### config.mk
export PLATFORM = sky130hd
export DESIGN_NAME = wd_reset_gen
export DESIGN_NICKNAME = d
export VERILOG_FILES = /design/src/rtl/wd_reset_gen.sv
export SDC_FILE = /design/constraint.sdc
export NUM_CORES = 1
export LEC_CHECK = 0
export BUFFER_PORTS_ARGS = -buffer_cell sky130_fd_sc_hd__buf_2
export CORE_UTILIZATION = 40
export DETAILED_ROUTE_END_ITERATION = 8
export HOLD_SLACK_MARGIN = 0.08
export SYNTH_ARGS = -nofsm -noshare
export SYNTH_HDL_FRONTEND = slang
export SYNTH_SLANG_ARGS = --single-unit
### constraint.sdc
create_clock -name CLK -period 3.4 [get_ports CLK]
set_input_delay 0.68 -clock CLK [delete_from_list [all_inputs] [get_ports CLK]]
set_output_delay 0.68 -clock CLK [all_outputs]
set_load 0.05 [all_outputs]
### src/rtl/wd_reset_gen.sv
// wd_reset_gen: per-channel watchdog failure counters feeding a shared, retriggerable system reset pulse.
// Latency: EXP[i] rises RST_LMT+1 edges after WDFAIL[i] is first sampled high; RST_ANY/RSTOUT/FIRST_* align with EXP.
// Backpressure: none; inputs are level-sampled every cycle and all outputs are registered status.
module wd_reset_gen #(
  parameter int NCH       = 4,
  parameter int CNT_W     = 8,
  parameter int PULSE_LEN = 16,
  parameter int IDX_W     = $clog2(NCH)
) (
  input  logic             CLK,
  input  logic             RSTN,
  input  logic [NCH-1:0]   WDFAIL,
  input  logic [NCH-1:0]   CH_EN,
  input  logic [CNT_W-1:0] RST_LMT,
  input  logic             MODE,
  input  logic             CLR,
  output logic [NCH-1:0]   EXP,
  output logic             RST_ANY,
  output logic             RSTOUT,
  output logic [IDX_W-1:0] FIRST_CH,
  output logic             FIRST_VLD
);

  // Pulse counter must hold PULSE_LEN itself, hence the +1.
  localparam int              PC_W       = $clog2(PULSE_LEN + 1);
  localparam logic [PC_W-1:0] PULSE_LOAD = PC_W'(PULSE_LEN);
  localparam logic [PC_W-1:0] PULSE_ONE  = PC_W'(1);

  logic [NCH-1:0][CNT_W-1:0] cnt_q;
  logic [NCH-1:0][CNT_W-1:0] cnt_d;
  logic [NCH-1:0]            exp_d;
  logic [NCH-1:0]            new_exp;
  logic                      new_any;
  logic [IDX_W-1:0]          new_idx;
  logic [PC_W-1:0]           pulse_cnt;

  // Per-channel next state: disable beats healthy beats saturate beats count; CLR then wipes the flags.
  always_comb begin
    for (int i = 0; i < NCH; i++) begin
      cnt_d[i] = cnt_q[i];
      exp_d[i] = EXP[i];
      if (!CH_EN[i]) begin
        cnt_d[i] = '0;
        exp_d[i] = 1'b0;
      end else if (!WDFAIL[i]) begin
        cnt_d[i] = '0;
        if (!MODE) begin
          exp_d[i] = 1'b0;
        end
      end else if (cnt_q[i] >= RST_LMT) begin
        // Counter holds here, so it never wraps even at the maximum limit.
        exp_d[i] = 1'b1;
      end else begin
        cnt_d[i] = cnt_q[i] + CNT_W'(1);
      end
    end
    // Counters keep running through a clear, so a still-saturated channel re-expires next edge.
    if (CLR) begin
      exp_d = '0;
    end
  end

  // A new expiration is a 0->1 transition that actually survives into EXP.
  assign new_exp = exp_d & ~EXP;
  assign new_any = |new_exp;

  // Lowest-indexed newly expiring channel wins when several expire together.
  always_comb begin
    new_idx = '0;
    for (int i = NCH - 1; i >= 0; i--) begin
      if (new_exp[i]) begin
        new_idx = IDX_W'(i);
      end
    end
  end

  // Channel counters, expired flags and the aligned OR of the flags.
  always_ff @(posedge CLK or negedge RSTN) begin
    if (!RSTN) begin
      cnt_q   <= '0;
      EXP     <= '0;
      RST_ANY <= 1'b0;
    end else begin
      cnt_q   <= cnt_d;
      EXP     <= exp_d;
      RST_ANY <= |exp_d;
    end
  end

  // Reset pulse: load on any new expiration (retrigger extends), then count down to zero.
  always_ff @(posedge CLK or negedge RSTN) begin
    if (!RSTN) begin
      pulse_cnt <= '0;
      RSTOUT    <= 1'b0;
    end else if (new_any) begin
      pulse_cnt <= PULSE_LOAD;
      RSTOUT    <= 1'b1;
    end else if (pulse_cnt != '0) begin
      pulse_cnt <= pulse_cnt - PULSE_ONE;
      RSTOUT    <= (pulse_cnt > PULSE_ONE);
    end
  end

  // First-failing-channel record: captured once, dropped on clear or when nothing is expired.
  always_ff @(posedge CLK or negedge RSTN) begin
    if (!RSTN) begin
      FIRST_CH  <= '0;
      FIRST_VLD <= 1'b0;
    end else if (CLR || (exp_d == '0)) begin
      FIRST_CH  <= '0;
      FIRST_VLD <= 1'b0;
    end else if (new_any && !FIRST_VLD) begin
      FIRST_CH  <= new_idx;
      FIRST_VLD <= 1'b1;
    end
  end

endmodule

==> qor.txt <==
Outcome = complete, no violations
CTS tree = yes
Max-Cap Viols = 0
Initial Util = 42.2%
Hold Path Depth = 1
Final Critical Period = 2.64 ns
Syn nets = 349
Crit Path Max Fanout = 4
Filler instances = 688
Post-synthesis sequential area ratio = 39.3%
Peak Freq = 0.379 GHz
Vias = 2,252
Yosys top cell by area = dfrtp_1
Post-Syn Instances = 290
R2R Path Start = cnt_q[0]$_DFFE_PN0P_
Pwr dens = 397 mW/mm^2
Skew-Pair Late Insertion Delay = 0.30 ns
H-tree depth = 2
Vias in the first global route = 2,184
Grt total ovfl = 0
CTS Buffer Depth = 2
Total I/O pin count = 29
Area of the multi-input gates = 0.00169 sq mm
Worst reg-to-reg path cell count = 9
CP Capture Type = register
CP Cell Sequence = buf_2 > inv_1 > ha_1 > a21o_1 > a211oi_1 > o21ai_0 > o21ai_0 > o21ai_0 > nor4_4 > o21ba_1
Critical Path RT = 3.59 ns
Ys async rst share = 100%
Hold buffer count at CTS = 0
Layout cell share with drive strength beyond 1 = 15.6%
Max Used Layer = met4
# DRC = 0
Count of cell types in the netlist = 46
Final antenna diode count = 0
First-pass GRT wire length = 10.6 mm
Max incr delay on CP = 0.40 ns
Static leakage = 1.69 nW
I/O Buffers = 28
Synth area leaders = dfrtp_1, ha_1, xor2_1
Core Area = 0.00694 sq mm
Final setup fails = 0
Fin. Hold Viols = 0
Die X = 87.6 um
Syn Area/Cell = 10.1 sq um
Remaining antenna violation count after routing = 0
Clock Sinks = 46
CP max-delay cell = nor4_4
Most used cell, CP = o21ai_0
FF-to-FF setup slack = 0.83 ns
Hold endpoint = pulse_cnt[4]$_DFFE_PN0P_
Post-synth top area share = 39.3%
Clk slew on worst S/H paths = 0.10 ns
Nets@finish = 385
Relative slew slack = 30.4%
Area delta synth->final = 13.2%
CP startpoint kind = input port
Starting DRT DRC Count = 63
Die H = 87.6 um
Worst reg2reg endpoint = pulse_cnt[4]$_DFFE_PN0P_
GPL Wtd Cong = 0.775
Die footprint = 0.00767 sq mm
Hold WC Path Type = reg2reg
Least-Margin Pin Slew = 1.04 ns
DPL Wire Length = 4.77 mm
Register Area = 0.00115 sq mm
Vias per cell = 5.32
VDD IR max = 0.000159 V
TritonRoute pass-1 iters = 4
Mapped Area = 0.00293 sq mm
Tcrit/Tclk final = 77.5%
RSZ-0062 raised after global routing = false
Metal2 WL = 3.02 mm
Post-synth top flop = dfrtp_1
Initial antenna violation count = 0
Setup CP Type = in2reg
Largest net degree at the start of global routing = 47
Clk root buf = clkbuf_8
Yosys Warn Count = 0
Crit path DAT = 2.83 ns
CTS buffer count = 5
WL met3 = 189 um
Row cnt = 30
Power after layout = 1.32 mW
CP top delay family = compound AO/OA/AOI/OAI gates
Slew Limit Fails = 0
Min-delay src = pulse_cnt[4]$_DFFE_PN0P_
Worst path bufs/invs = 2
Post-synth EDFFs = 0
Setup TNS Final = 0 ns
Postcts setup bufs = 0
Average wire per standard cell = 14.9 um
DRT Wirelength = 6.29 mm
All-Layer GR Usage = 18.0%
Setup Skew = 0.0139 ns
Seq cells post-synth = 46
Metal-1 WL = 3.02 mm
PostCTS Resize Cnt = 0
-- routing by layer --
metal,up-vias,GRT usage [%]
li1,1118,-
met4,0,4.92
met3,5,2.54
met1,1095,23.6
met5,-,0
met2,34,31.0
-- synthesized netlist by cell type (all sizes together) (2+ instances only) --
cell type / instances
a211o: 3
a211oi: 4
a21o: 3
a21oi: 9
a31oi: 4
and3: 6
clkbuf: 2
dfrtp: 46
ha: 39
inv: 20
mux2i: 4
nand2: 14
nand2b: 4
nand3: 5
nand4: 10
nor2: 38
nor3: 6
nor3b: 3
nor4: 2
o2111ai: 8
o21a: 2
o21ai: 11
or2: 2
or3: 2
xnor2: 10
xor2: 20
-- worst register-to-register path, stage by stage (launching register included) --
cell      delay, ns
dfrtp_1        0.43
inv_1          0.07
ha_1           0.27
nand2b_4       0.14
a2111o_1       0.43
a221oi_4       0.34
nor4_1         0.14
nor2_2         0.23
nand2_2        0.14
a221o_1        0.27
-- stage by stage --
stage          std cells  utilization (%)  hold slack, ns  setup slack [ns]  instance area [sq um]
3_3_place_gp         415             46.1           0.504             0.475                   3200
4_1_cts              423             47.7           0.536             0.768                   3320
6_report             423             47.7           0.529             0.764                   3320
2_1_floorplan        290                -           0.384             0.664                   2930
5_1_grt              423             47.7           0.561             0.626                   3320
3_5_place_dp         415             46.1           0.514             0.434                   3200
-- placed cells by master (no fill, tap or decap), types with 2 or more instances in the layout --
master     count
a211o_1        3
nand2b_1       3
nor3b_1        3
mux2i_1        4
nand2_1       13
xnor2_1       10
a211oi_1       4
xor2_1        20
buf_4          3
nand4_1       10
and3_1         6
nor2_1        37
clkbuf_8       5
nand3_1        5
or2_2          2
dfrtp_1       46
buf_2         28
nor3_1         6
o2111ai_1      8
o21a_1         2
or3_1          2
a21oi_1        8
o21ai_0        9
inv_1         20
a21o_1         3
a31oi_1        4
ha_1          39
-- sequential cells by signal, indices dropped and copies added (netlist names) --
name       count
cnt_q         32
pulse_cnt      5
FIRST_VLD      1
RST_ANY        1
EXP            4
FIRST_CH       2
RSTOUT         1
-- cell type report --
| cell class | instances | area share (%) |
|---|---|---|
| Timing Repair Buffer | 31 | 4.91 |
| Sequential cell | 46 | 34.7 |
| Clock inverter | 3 | 1.32 |
| Multi-Input combinational cell | 222 | 51.1 |
| Inverter | 20 | 2.26 |
| Clock buffer | 5 | 2.08 |
| Tap cell | 96 | 3.62 |
-- worst max path at each step --
stage / startpoint / to / cells past startpoint
2_1_floorplan: RST_LMT[0] / FIRST_VLD$_DFFE_PN0P_ / 8
3_3_place_gp: RST_LMT[0] / pulse_cnt[4]$_DFFE_PN0P_ / 9
3_5_place_dp: RST_LMT[0] / pulse_cnt[4]$_DFFE_PN0P_ / 9
4_1_cts: RST_LMT[5] / FIRST_VLD$_DFFE_PN0P_ / 10
5_1_grt: RST_LMT[2] / pulse_cnt[4]$_DFFE_PN0P_ / 10
6_report: RST_LMT[5] / FIRST_VLD$_DFFE_PN0P_ / 10
-- report_power, final --
part | internal [mW] | leakage [nW] | switching [mW] | total (mW)
combinational | 0.114 | 1.00 | 0.152 | 0.267
sequential | 0.589 | 0.624 | 0.0361 | 0.626
clock | 0.221 | 0.0585 | 0.204 | 0.425
total | 0.924 | 1.69 | 0.393 | 1.32
-- cell families after synthesis --
| logic type | share of synthesized area [%] |
|---|---|
| flops | 39.3 |
| mux | 1.37 |
| buf+inv | 2.82 |
| xor+xnor | 8.97 |
| compound gates | 13.8 |
| simple gates | 17.0 |
| fa+ha+maj | 16.7 |
(Power assumes the default switching activity.)
